$ cat config.mk
export PLATFORM = sky130hd
export DESIGN_NAME = elevator_scheduler
export DESIGN_NICKNAME = d
export VERILOG_FILES = /design/src/rtl/elevator_pkg.sv /design/src/rtl/floor_picker.sv /design/src/rtl/elevator_scheduler.sv
export SDC_FILE = /design/constraint.sdc
export NUM_CORES = 1
export LEC_CHECK = 0
export ABC_CLOCK_PERIOD_IN_PS = 2700
export CAP_MARGIN = 20
export CELL_PAD_IN_SITES_DETAIL_PLACEMENT = 1
export CELL_PAD_IN_SITES_GLOBAL_PLACEMENT = 1
export CORE_MARGIN = 5
export CORE_UTILIZATION = 40
export CTS_CLUSTER_DIAMETER = 150
export DETAILED_ROUTE_END_ITERATION = 12
export PLACE_DENSITY = 0.78
export SKIP_LAST_GASP = 1
export SLEW_MARGIN = 0
export SYNTH_ARGS = -nofsm -noshare
export SYNTH_HDL_FRONTEND = slang
export SYNTH_SLANG_ARGS = --single-unit
$ cat constraint.sdc
create_clock -name clk -period 2.7 [get_ports clk]
set_clock_uncertainty 0.1 [all_clocks]
set_input_delay 0.54 -clock clk [delete_from_list [all_inputs] [get_ports clk]]
set_output_delay 0.54 -clock clk [all_outputs]
set_load 0.005 [all_outputs]
$ cat src/rtl/elevator_pkg.sv
// Shared types, default sizes and helpers for the elevator call scheduler.
package elevator_pkg;

    localparam int unsigned N_FLOORS_DEF       = 5;
    localparam int unsigned FLOOR_W_DEF        = 3;
    localparam int unsigned DWELL_CYCLES_DEF   = 8;
    localparam int unsigned TIMEOUT_CYCLES_DEF = 255;

    // Widest call/req vector the onehot helper can produce.
    localparam int unsigned MAX_FLOORS = 32;

    typedef enum logic [1:0] {
        IDLE     = 2'd0,
        DISPATCH = 2'd1,
        DWELL    = 2'd2
    } sched_state_t;

    // One-hot mask for a floor index; out-of-range indices give an empty mask.
    function automatic logic [MAX_FLOORS-1:0] onehot(input logic [31:0] idx);
        logic [MAX_FLOORS-1:0] mask;
        mask = '0;
        if (idx < 32'(MAX_FLOORS)) begin
            mask[idx[4:0]] = 1'b1;
        end
        return mask;
    endfunction

endpackage

$ cat src/rtl/floor_picker.sv
// SCAN target selection: serve the current floor first, otherwise the nearest
// pending floor in the travel direction, otherwise the nearest one behind
// (which reverses the direction when dispatched).
module floor_picker
    import elevator_pkg::*;
#(
    parameter int unsigned N_FLOORS = N_FLOORS_DEF,
    parameter int unsigned FLOOR_W  = FLOOR_W_DEF
) (
    input  logic [N_FLOORS-1:0] pending_i,
    input  logic [FLOOR_W-1:0]  cur_floor_i,
    input  logic                dir_up_i,
    output logic [FLOOR_W-1:0]  tgt_o_c,
    output logic                tgt_valid_o_c,
    output logic                flip_dir_o_c
);

    logic               here_found;
    logic               above_found;
    logic               below_found;
    logic [FLOOR_W-1:0] above_idx;
    logic [FLOOR_W-1:0] below_idx;
    logic [31:0]        cur_ext;

    assign cur_ext = 32'(cur_floor_i);

    // Scan all floors: lowest pending index above the car, highest below it.
    // An out-of-range car position never matches, so it only sees floors below.
    always_comb begin
        here_found  = 1'b0;
        above_found = 1'b0;
        below_found = 1'b0;
        above_idx   = '0;
        below_idx   = '0;
        for (int unsigned i = 0; i < N_FLOORS; i++) begin
            if (pending_i[i]) begin
                if (i == cur_ext) begin
                    here_found = 1'b1;
                end else if (i > cur_ext) begin
                    if (!above_found) begin
                        above_found = 1'b1;
                        above_idx   = FLOOR_W'(i);
                    end
                end else begin
                    below_found = 1'b1;
                    below_idx   = FLOOR_W'(i);
                end
            end
        end
    end

    // Apply direction preference and report whether the pick reverses travel.
    always_comb begin
        tgt_o_c       = '0;
        tgt_valid_o_c = 1'b0;
        flip_dir_o_c  = 1'b0;
        if (here_found) begin
            tgt_o_c       = cur_floor_i;
            tgt_valid_o_c = 1'b1;
        end else if (dir_up_i) begin
            if (above_found) begin
                tgt_o_c       = above_idx;
                tgt_valid_o_c = 1'b1;
            end else if (below_found) begin
                tgt_o_c       = below_idx;
                tgt_valid_o_c = 1'b1;
                flip_dir_o_c  = 1'b1;
            end
        end else begin
            if (below_found) begin
                tgt_o_c       = below_idx;
                tgt_valid_o_c = 1'b1;
            end else if (above_found) begin
                tgt_o_c       = above_idx;
                tgt_valid_o_c = 1'b1;
                flip_dir_o_c  = 1'b1;
            end
        end
    end

endmodule

$ cat src/rtl/elevator_scheduler.sv
// Call-request scheduler in front of the elevator controller: latches calls,
// dispatches one SCAN target at a time as a stable one-hot request, holds the
// door dwell, and raises a sticky fault when a dispatch never arrives.
module elevator_scheduler
    import elevator_pkg::*;
#(
    parameter int unsigned N_FLOORS       = N_FLOORS_DEF,
    parameter int unsigned FLOOR_W        = FLOOR_W_DEF,
    parameter int unsigned DWELL_CYCLES   = DWELL_CYCLES_DEF,
    parameter int unsigned TIMEOUT_CYCLES = TIMEOUT_CYCLES_DEF
) (
    input  logic                clk,
    input  logic                reset_n,
    input  logic [N_FLOORS-1:0] call_btn,
    input  logic [FLOOR_W-1:0]  current_floor,
    input  logic                door_open,
    input  logic                busy,
    output logic [N_FLOORS-1:0] req_out,
    output logic [N_FLOORS-1:0] pending,
    output logic                dir_up,
    output logic                fault
);

    // Dwell counts DWELL_CYCLES-1 down to 0; timeout counts 0 up to TIMEOUT_CYCLES-1.
    localparam int unsigned DWELL_W = (DWELL_CYCLES > 1) ? $clog2(DWELL_CYCLES) : 1;
    localparam int unsigned TMO_W   = (TIMEOUT_CYCLES > 1) ? $clog2(TIMEOUT_CYCLES) : 1;

    sched_state_t        state_q,   state_d;
    logic [N_FLOORS-1:0] pending_q, pending_d;
    logic [N_FLOORS-1:0] req_q,     req_d;
    logic                dir_up_q,  dir_up_d;
    logic                fault_q,   fault_d;
    logic [DWELL_W-1:0]  dwell_q,   dwell_d;
    logic [TMO_W-1:0]    tmo_q,     tmo_d;

    logic [N_FLOORS-1:0] clr_mask;
    logic [FLOOR_W-1:0]  pick_tgt_c;
    logic                pick_valid_c;
    logic                pick_flip_c;

    floor_picker #(
        .N_FLOORS (N_FLOORS),
        .FLOOR_W  (FLOOR_W)
    ) u_picker (
        .pending_i     (pending_q),
        .cur_floor_i   (current_floor),
        .dir_up_i      (dir_up_q),
        .tgt_o_c       (pick_tgt_c),
        .tgt_valid_o_c (pick_valid_c),
        .flip_dir_o_c  (pick_flip_c)
    );

    // Door opening serves the floor the car is at; invalid positions clear nothing.
    always_comb begin
        clr_mask = '0;
        if (door_open) begin
            for (int unsigned i = 0; i < N_FLOORS; i++) begin
                if (32'(current_floor) == i) begin
                    clr_mask[i] = 1'b1;
                end
            end
        end
    end

    // Calls latch in every state; a same-cycle clear overrides a new call.
    assign pending_d = (pending_q | call_btn) & ~clr_mask;

    // Scheduler next state: dispatch, hold the request, dwell, time out.
    always_comb begin
        state_d  = state_q;
        req_d    = req_q;
        dir_up_d = dir_up_q;
        fault_d  = fault_q;
        dwell_d  = dwell_q;
        tmo_d    = tmo_q;
        unique case (state_q)
            IDLE: begin
                req_d = '0;
                if (pick_valid_c && !busy) begin
                    state_d = DISPATCH;
                    req_d   = N_FLOORS'(onehot(32'(pick_tgt_c)));
                    tmo_d   = '0;
                    if (pick_flip_c) begin
                        dir_up_d = ~dir_up_q;
                    end
                end
            end
            DISPATCH: begin
                if (door_open) begin
                    state_d = DWELL;
                    req_d   = '0;
                    dwell_d = DWELL_W'(DWELL_CYCLES - 1);
                end else if (tmo_q == TMO_W'(TIMEOUT_CYCLES - 1)) begin
                    state_d = IDLE;
                    req_d   = '0;
                    fault_d = 1'b1;
                end else begin
                    tmo_d = tmo_q + TMO_W'(1);
                end
            end
            DWELL: begin
                req_d = '0;
                if (dwell_q == '0) begin
                    state_d = IDLE;
                end else begin
                    dwell_d = dwell_q - DWELL_W'(1);
                end
            end
            default: begin
                state_d = IDLE;
                req_d   = '0;
            end
        endcase
    end

    // State and output registers; reset drops the request and forgets all calls.
    always_ff @(posedge clk or negedge reset_n) begin
        if (!reset_n) begin
            state_q   <= IDLE;
            pending_q <= '0;
            req_q     <= '0;
            dir_up_q  <= 1'b1;
            fault_q   <= 1'b0;
            dwell_q   <= '0;
            tmo_q     <= '0;
        end else begin
            state_q   <= state_d;
            pending_q <= pending_d;
            req_q     <= req_d;
            dir_up_q  <= dir_up_d;
            fault_q   <= fault_d;
            dwell_q   <= dwell_d;
            tmo_q     <= tmo_d;
        end
    end

    assign req_out = req_q;
    assign pending = pending_q;
    assign dir_up  = dir_up_q;
    assign fault   = fault_q;

endmodule

=== Yosys cells after proc, flatten, opt, wreduce, memory -nomap -nowiden ===
Cells that the tools add are included.

* Mux-type cells: 108
* Add/subtract/negate cells: 2
* Reductions and logical operators: 14
* Bitwise logic cells: 5
* Equal/unequal tests: 18
* Magnitude comparators: 7

{| class="wikitable"
|+ Operators by type and width
! operator !! number
|-
| 3-bit 2-to-1 mux || 34
|-
| 1-bit 2-to-1 mux || 58
|-
| 32-bit zero test || 1
|-
| 8-bit 2-to-1 mux || 3
|-
| 5-bit 2-to-1 mux || 4
|-
| 8-bit one-hot mux with 2 select lines || 1
|-
| 2-bit inequality test (second input constant) || 6
|-
| 3-bit AND reduction || 4
|-
| 5-bit one-hot mux with 2 select lines || 1
|-
| 8-bit by 1-bit adder with 8-bit output (second input constant) || 1
|-
| 8-bit equality test (second input constant) || 1
|-
| 2-bit 2-to-1 mux || 4
|-
| 2-bit by 3-bit equality test with 1-bit output (first input constant) || 2
|-
| 3-bit by 2-bit equality test with 1-bit output (second input constant) || 2
|-
| 1-bit by 3-bit > comparator with 1-bit output (first input constant) || 2
|-
| 2-bit by 3-bit > comparator with 1-bit output (first input constant) || 2
|-
| 3-bit zero test || 2
|-
| 3-bit by 6-bit < comparator with 1-bit output (second input constant) || 1
|-
| 2-bit one-hot mux with 3 select lines || 1
|-
| 3-bit one-hot mux with 2 select lines || 1
|-
| 5-bit AND || 1
|-
| 5-bit NOT || 1
|-
| 5-bit OR || 1
|-
| 4-bit AND reduction || 1
|-
| 16 further kinds || 19
|}

* Flip-flop bits (word level): 25
* Word-level logic and storage cells: 161
* Output and inout port bits: 12
* Input bits: 12

=== Longest topological paths before layout ===
Gate-level depths: netlist of the first run.

* Depth after elaboration: 30
* Gate-level depth with buffers: 7
* Mapped depth without buffers: 7

=== Modules after synthesis ===
A second synthesis of the first run with hierarchy kept.

* Cell total of the unflattened synthesis: 172
* Area total of the unflattened synthesis: 1559.0 µm²

{| class="wikitable"
|+ By module, submodules not included
! module !! cells each !! area an instance (µm²) !! times used !! seq. area each (µm²)
|-
| elevator_scheduler || 119 || 1222.4 || 1 || 626.9
|-
| floor_picker || 53 || 336.6 || 1 || 0.0
|}

=== Least setup slack after synthesis of the first run ===
OpenSTA, ideal clock, no wires.

* Path type: in2reg
* Start point: input port current_floor[0]
* End point: register tmo_q[0]
* Arrival: 1.996 ns
* Cell stages on the path: 6
* Buffers on the path: 1
* Data required time: 2.520 ns
* Slack: 0.524 ns
* Path through: buf_6 mux2_4 o2bb2ai_4 o41a_4 or2_4 mux2i_4

* Cells in the longest elaborated chain, start to end: 23
* Elaborated cells on any way between the ends: 59
* Classes of those cells: order compare: 5; eq/ne: 5; mux: 46; reduce/logical: 3

{| class="wikitable"
|+ RTL lines
! what !! line !! text
|-
| start: declaration || elevator_scheduler.sv:15 || <nowiki>input logic [FLOOR_W-1:0] current_floor,</nowiki>
|-
| 1-bit by 3-bit > comparator with 1-bit output || floor_picker.sv:39 || <nowiki>end else if (i > cur_ext) begin</nowiki>
|-
| 1-bit 2-to-1 mux || floor_picker.sv:39 ||
|-
| 1-bit 2-to-1 mux || floor_picker.sv:37 || <nowiki>if (i == cur_ext) begin</nowiki>
|-
| 1-bit 2-to-1 mux || floor_picker.sv:36 || <nowiki>if (pending_i[i]) begin</nowiki>
|-
| 1-bit 2-to-1 mux || floor_picker.sv:39 ||
|-
| 1-bit 2-to-1 mux || floor_picker.sv:37 ||
|-
| 1-bit 2-to-1 mux || floor_picker.sv:36 ||
|-
| 1-bit 2-to-1 mux || floor_picker.sv:39 ||
|-
| [7 not listed] || n/a ||
|-
| 1-bit 2-to-1 mux || floor_picker.sv:36 ||
|-
| 1-bit 2-to-1 mux (on tied branches) || floor_picker.sv:73, floor_picker.sv:64 ||
|-
| 1-bit 2-to-1 mux (on tied branches) || floor_picker.sv:70, floor_picker.sv:61 ||
|-
| 1-bit 2-to-1 mux || floor_picker.sv:60 || <nowiki>end else if (dir_up_i) begin</nowiki>
|-
| 1-bit 2-to-1 mux (*) || floor_picker.sv:57 || <nowiki>if (here_found) begin</nowiki>
|-
| 1-bit logical AND (*) || elevator_scheduler.sv:79 || <nowiki>if (pick_valid_c && !busy) begin</nowiki>
|-
| 2-bit inequality test (no line) (*) || n/a ||
|-
| 4-bit AND reduction (no line) (*) || n/a ||
|-
| end signal: assignment || elevator_scheduler.sv:133 || <nowiki>tmo_q <= tmo_d;</nowiki>
|-
| end: declaration || elevator_scheduler.sv:34 || <nowiki>logic [TMO_W-1:0] tmo_q, tmo_d;</nowiki>
|}

Mark *: on every way between the ends. The rest lies on a longest branch, timed or not.
A chain may end at the register's enable or synchronous reset.

=== Worst setup path after layout of the first run ===
* Start point: input port current_floor[0]
* End point: register req_q[4], in the netlist req_out[4]

* Cells in the longest elaborated chain, start to end: 30
* Elaborated cells on any way between the ends: 98
* Classes of those cells: order compare: 7; eq/ne: 4; mux: 84; reduce/logical: 3

{| class="wikitable"
|+ RTL lines
! what !! line !! text
|-
| 1-bit by 3-bit > comparator with 1-bit output || floor_picker.sv:39 ||
|-
| 1-bit 2-to-1 mux || floor_picker.sv:39 ||
|-
| 1-bit 2-to-1 mux || floor_picker.sv:37 ||
|-
| 1-bit 2-to-1 mux || floor_picker.sv:36 ||
|-
| 1-bit 2-to-1 mux || floor_picker.sv:40 || <nowiki>if (!above_found) begin</nowiki>
|-
| 3-bit 2-to-1 mux || floor_picker.sv:39 ||
|-
| 3-bit 2-to-1 mux || floor_picker.sv:37 ||
|-
| 3-bit 2-to-1 mux || floor_picker.sv:36 ||
|-
| [14 not listed] || n/a ||
|-
| 3-bit 2-to-1 mux || floor_picker.sv:60 ||
|-
| 3-bit 2-to-1 mux || floor_picker.sv:57 ||
|-
| 3-bit by 6-bit < comparator with 1-bit output (implied by the code) / 3-bit by 1-bit greater-or-equal comparator with 1-bit output (equally long branches) || elevator_pkg.sv:23 || <nowiki>mask[idx[4:0]] = 1'b1;</nowiki>
|-
| 1-bit logical AND (implied by the code) || elevator_pkg.sv:23 ||
|-
| 1-bit 2-to-1 mux (implied by the code) || elevator_pkg.sv:23 ||
|-
| 1-bit demux with 3-bit select || elevator_pkg.sv:23 ||
|-
| 5-bit 2-to-1 mux (*) || elevator_scheduler.sv:79 ||
|-
| 5-bit one-hot mux with 2 select lines (*) || elevator_scheduler.sv:76 || <nowiki>unique case (state_q)</nowiki>
|-
| end signal: assignment || elevator_scheduler.sv:129 || <nowiki>req_q <= req_d;</nowiki>
|-
| end: declaration || elevator_scheduler.sv:30 || <nowiki>logic [N_FLOORS-1:0] req_q, req_d;</nowiki>
|}

Marked as above.

==> results.py, run 1 <==
metrics = {
    "status": {
        "status": "finished, final reports clean",
    },
    "synth": {
        "netlist_instances": 168,
        "syn-cell-area_um2": 1560,
        "avgSynthCellArea_um2": 9.26,
        "synth-edff-count": 0,
        "synth-seq-cells": 25,
        "ys_warn_count": 0,
        "async_flop_share_pct": 100,
        "synth_area_leaders": "dfrtp_1 39%, nor2_1 5.5%, nand2_1 3.4%, a22o_1 3.4%, ha_1 3.2%",
        "yosysTopAreaCell": "dfrtp_1",
        "synth.yosys.seq_area_share_pct": 40.3,
        "ys_types": 50,
        "synth_fp_nets": 184,
        "synth_top_area_share_pct": 38.6,
        "synthFlopType": "dfrtp_1",
    },
    "floorplanning": {
        "die_y_um": 72.4,
        "start_util_pct": 41.9,
        "io_pins": 24,
        "core_area_um2": 3720,
        "rows": 22,
        "dieArea_um2": 5240,
        "die_w_um": 72.4,
    },
    "clocking": {
        "cts_buffer_depth": 2,
        "holdBufCountCts": 0,
        "tritoncts": "built",
        "post_cts_buffers": 0,
        "cts-resized-gates": 0,
        "cts_inserted_buffers": 3,
        "cts_root_buf": "clkbuf_8",
        "cts_sinks": 25,
        "clock_latency_ns": 0.27,
        "cts-htree-levels": 1,
        "clk_pin_slew_worst_paths_ns": 0.09,
    },
    "routing": {
        "wl_per_cell_um": 16.9,
        "drtPass1Iterations": 4,
        "ant_nets": 0,
        "drt_iter0_markers": 116,
        "viasPerCell": 5.69,
        "drc": 0,
        "vias": 1429,
        "routed_wl_um": 4250,
    },
    "hold_path": {
        "min_path_type": "reg2reg",
    },
    "cells_and_area": {
        "stdcell_count": 251,
        "regArea_um2": 627,
        "area_delta_synth_final_pct": 26.0,
        "fillers": 451,
        "final_area_um2": 1960,
        "insertedDiodeCount": 0,
        "drive_gt1_share_pct": 13.8,
        "nets": 220,
        "multi_input_area_um2": 863,
    },
    "critical_path": {
        "worstPathRequired_ns": 2.81,
        "cp-end-kind": "register",
        "critPathArrivalTime_ns": 2.59,
        "path_max_fanout": 5,
        "crit_type": "in2reg",
        "crit_path_start_kind": "input pin",
    },
    "job": {
        "drv_cap": 0,
    },
    "timing": {
        "relSlewSlack_pct": 69.1,
        "fin_tns_setup_ns": 0,
        "hold_violations": 0,
        "setup_violations": 0,
        "finalWorstSetupSlack_ns": 0.228,
        "finalMaxSlewViolations": 0,
        "tightest_slew_ns": 0.462,
        "clock.fmax_mhz": 405,
        "fin_crit_sh_pct": 91.5,
        "grt_setup_unrepaired": "no",
        "period_needed_ns": 2.47,
    },
    "power_and_ir_drop": {
        "p_leak_nw": 0.851,
        "p_sw_share_pct": 36.0,
        "p_clk_share_pct": 19.9,
        "p_sw_w": 0.000412,
        "p_per_area_nw_per_um2": 583,
        "seqPwrFrac_pct": 44.6,
        "power.internal_w": 0.000732,
        "peakVddDrop_mv": 0.385,
        "p_comb_share_pct": 35.5,
    },
    "place": {
        "place.gp.congestion": 0.923,
        "placed_area_um2": 1920,
        "post-dp-hpwl_um": 3380,
        "dp_slack_ns": -0.0320,
        "placedCellCount": 247,
        "io_buffers": 23,
    },
    "grt": {
        "grt_pass1_vias": 1490,
        "antenna_found_initial": 0,
        "grt_max_degree": 26,
        "gr-total-overflow": 0,
        "grt_pass1_wl_um": 7350,
        "track_usage_pct": 17.6,
    },
}
Yosys cell counts, drive strengths merged (2+ instances only):
library cell  number
ha                 4
o21ai             10
nand4              2
nand2b             6
buf                6
a32o               2
o31a               2
mux2i              2
o32ai              2
a21o               2
a21oi              7
or2                2
a22o               6
dfrtp             24
or3                2
inv                8
xor2               5
a31oi              5
nand2             14
nor3               5
nand3              4
nor4               2
o2bb2ai            2
nor2              24
and4               2
o211ai             2
critical path, stage by stage:
cell and delay [ns]:
clkdlybuf4s50_1 0.58, buf_4 0.18, nand2_1 0.05, a211o_1 0.31, a21o_1 0.21, a22o_1 0.23
o32ai_1 0.23, a32o_1 0.25
power groups by stage:
stage	logic, W	clock network [W]	registers, W
final	0.000406	0.000227	0.000511
after global routing	0.000449	0.000250	0.000524
after CTS	0.000412	0.000233	0.000511
after detailed placement	0.000411	0	0.000518
after global placement	0.000387	0	0.000511
after floorplan	0.000266	0	0.000495
stage by stage:
| step | utilization, % | hold WS (ns) | power, W |
|---|---|---|---|
| floorplan | - | 0.144 | 0.000760 |
| CTS | 52.8 | 0.379 | 0.00116 |
| detailed placement | 51.5 | 0.353 | 0.000929 |
| finish | 52.8 | 0.371 | 0.00114 |
| global placement | 51.5 | 0.343 | 0.000898 |
| global route | 52.8 | 0.407 | 0.00122 |
layout make-up:
cell class,count,area share (%)
Sequential cell,25,32.0
Tap cell,48,3.06
Clock inverter,1,0.255
Multi-Input combinational cell,129,44.0
Inverter,8,1.53
Clock buffer,3,2.10
Timing Repair Buffer,37,17.1
metal layers:
metal  track usage, %  part of all wire, %  wire length [um]  vias up
met3             1.80                  3.7               155        6
met1             23.3                   46              1940      712
li1                 -                    -                 -      682
met4             4.71                  1.0                44        0
met5                0                    0                 0        -
met2             30.4                   50              2100       29
worst paths after layout:
check                                 startpoint         end  slack [ns]  depth (start not counted)
worst max-delay path            current_floor[0]  req_out[4]        0.23                          8
worst min-delay path                       fault       fault        0.37                          1
worst max register to register        pending[4]  req_out[4]        0.63                          6
worst min register to register             fault       fault        0.37                          1
max in group asynchronous                reset_n      dir_up        1.66                          2
min in group asynchronous                reset_n  pending[1]        0.54                          2
registers in the layout (all words and copies together) (netlist names):
register  flops
dwell_q       3
req_out       5
tmo_q         8
fault         1
dir_up        1
state_q       2
pending       5
cells in the final DEF (no fill, tap or decap), drive strengths merged, types with 2 or more instances in the layout:
cell type      instances
ha                     4
mux2i                  2
nor4                   2
nand2                 14
inv                    8
nand2b                 6
o31a                   2
a31oi                  5
nor3                   5
a22o                   6
xor2                   5
or2                    2
clkdlybuf4s50         23
a21oi                  7
o21ai                 10
a21o                   2
o211ai                 2
a32o                   2
clkbuf                 3
dfrtp                 24
nand3                  4
or3                    2
nand4                  2
and4                   2
o32ai                  2
o2bb2ai                2
buf                   14
nor2                  24
logic make-up (layout without fill, tap and decap cells):
kind of cell	count (synthesis)	after routing	share of synthesized area, %
buf+inv	14	49	4.26
flops	25	25	40.3
mux	3	3	3.05
simple gates	66	66	20.8
compound gates	50	50	25.0
xor+xnor	6	6	3.38
fa+ha+maj	4	4	3.22
Note: power is estimated with default switching activity, not from simulation.
==> inputs of run 2 (changes only) <==
Settings changed: CTS_BUF_LIST from default to sky130_fd_sc_hd__clkbuf_16.
==> results.py, run 2 (same netlist as run 1, synthesis figures left out) <==
metrics = {
    "routing": {
        "drtPass1Iterations": 4,
        "ant_nets": 0,
        "routed_wl_um": 4320,
        "viasPerCell": 5.71,
        "vias": 1432,
        "drc": 0,
        "wl_per_cell_um": 17.2,
        "drt_iter0_markers": 139,
    },
    "timing": {
        "tightest_slew_ns": 0.443,
        "finalMaxSlewViolations": 0,
        "setup_violations": 0,
        "fin_crit_sh_pct": 91.7,
        "period_needed_ns": 2.48,
        "grt_setup_unrepaired": "no",
        "fin_tns_setup_ns": 0,
        "clock.fmax_mhz": 404,
        "hold_violations": 0,
        "relSlewSlack_pct": 70.0,
    },
    "grt": {
        "grt_pass1_wl_um": 7520,
        "track_usage_pct": 18.2,
        "gr-total-overflow": 0,
        "grt_pass1_vias": 1521,
        "grt_max_degree": 26,
        "antenna_found_initial": 0,
    },
    "place": {
        "place.gp.congestion": 0.923,
        "placed_area_um2": 1920,
        "post-dp-hpwl_um": 3380,
        "io_buffers": 23,
    },
    "job": {
        "drv_cap": 0,
    },
    "power_and_ir_drop": {
        "seqPwrFrac_pct": 41.0,
        "p_comb_share_pct": 32.3,
        "peakVddDrop_mv": 0.394,
        "power.internal_w": 0.000829,
        "p_leak_nw": 0.866,
        "p_sw_share_pct": 33.9,
        "p_per_area_nw_per_um2": 628,
        "p_clk_share_pct": 26.7,
        "p_sw_w": 0.000425,
    },
    "clocking": {
        "clk_pin_slew_worst_paths_ns": 0.06,
        "cts_sinks": 25,
        "cts_root_buf": "clkbuf_16",
        "clock_latency_ns": 0.26,
        "holdBufCountCts": 0,
        "tritoncts": "built",
        "post_cts_buffers": 0,
        "cts-htree-levels": 1,
        "cts-resized-gates": 0,
        "cts_inserted_buffers": 3,
        "cts_buffer_depth": 2,
    },
    "floorplanning": {
        "die_y_um": 72.4,
        "dieArea_um2": 5240,
        "start_util_pct": 41.9,
        "io_pins": 24,
        "die_w_um": 72.4,
        "rows": 22,
        "core_area_um2": 3720,
    },
    "status": {
        "status": "finished, final reports clean",
    },
    "cells_and_area": {
        "largest_reg_flops": 8,
        "insertedDiodeCount": 0,
        "area_delta_synth_final_pct": 28.2,
        "nets": 220,
        "fillers": 450,
        "final_common_cell": "dfrtp_1",
        "final_area_um2": 2000,
        "largest-register": "tmo_q",
        "layout_common_cells": "24 x dfrtp_1, 23 x nor2_1, 23 x clkdlybuf4s50_1, 14 x nand2_1, 14 x buf_4",
        "drive_gt1_share_pct": 13.8,
        "fin_util_pct": 53.7,
    },
    "hold_path": {
        "hold_depth": 1,
        "worstHoldStart": "fault",
        "hold_end": "fault",
        "min_path_type": "reg2reg",
    },
    "critical_path": {
        "reg2reg_to": "req_out[4]",
        "crit_type": "in2reg",
        "cp-end-kind": "register",
        "crit_path_start_kind": "input pin",
        "regToRegStartpoint": "pending[4]",
        "worstPathRequired_ns": 2.80,
        "r2r_cells": 6,
        "reg2reg_slack_ns": 0.62,
        "critPathArrivalTime_ns": 2.58,
        "crit_path_start": "current_floor[0]",
        "path_max_fanout": 5,
    },
}
-- run 2: changes by cell type in the layout (fill, tap and decap cells not counted) --
cell / change
clkbuf_16: +3
clkbuf_8: -3
-- run 2: worst max path at each step --
stage	end	slack [ns]	cells past startpoint
floorplan	tmo_q[0]	0.52	6
global placement	tmo_q[0]	0.05	8
detailed placement	req_out[4]	-0.03	8
CTS	req_out[4]	0.23	8
global route	tmo_q[0]	0.08	8
finish	req_out[4]	0.22	8
-- run 2: power by group through the flow --
stage	clock [W]	sequential, W	combinational, W
6_report	0.000335	0.000514	0.000405
5_1_grt	0.000359	0.000526	0.000449
4_1_cts	0.000341	0.000513	0.000412
3_5_place_dp	0	0.000518	0.000411
3_3_place_gp	0	0.000511	0.000387
2_1_floorplan	0	0.000495	0.000266
-- run 2: cell type report --
type,count,area [um2],area share [%]
Tap cell,48,60.1,3.01
Inverter,8,30.0,1.50
Sequential cell,25,627,31.4
Timing Repair Buffer,37,335,16.8
Multi-Input combinational cell,129,863,43.3
Clock buffer,3,75.1,3.76
Clock inverter,1,5.00,0.251
-- run 2: layer usage --
metal | vias to the layer above | global-route usage (%) | wire [um]
met5 | - | 0 | 0
met1 | 719 | 23.0 | 1930
li1 | 684 | - | -
met4 | 0 | 5.94 | 45
met3 | 4 | 2.91 | 158
met2 | 25 | 31.5 | 2180
-- run 2: through the flow --
step	power (W)	hold WS, ns	std cells	setup WS (ns)
finish	0.00125	0.368	251	0.223
global route	0.00133	0.400	251	0.0832
CTS	0.00127	0.373	251	0.229
detailed placement	0.000929	0.353	247	-0.0320
global placement	0.000898	0.343	247	0.0453
floorplan	0.000760	0.144	168	0.524
-- run 2: worst max-delay path, cell delays in order --
cell,delay [ns]
clkdlybuf4s50_1,0.58
buf_4,0.18
nand2_1,0.05
a211o_1,0.32
a21o_1,0.21
a22o_1,0.23
o32ai_1,0.22
a32o_1,0.24
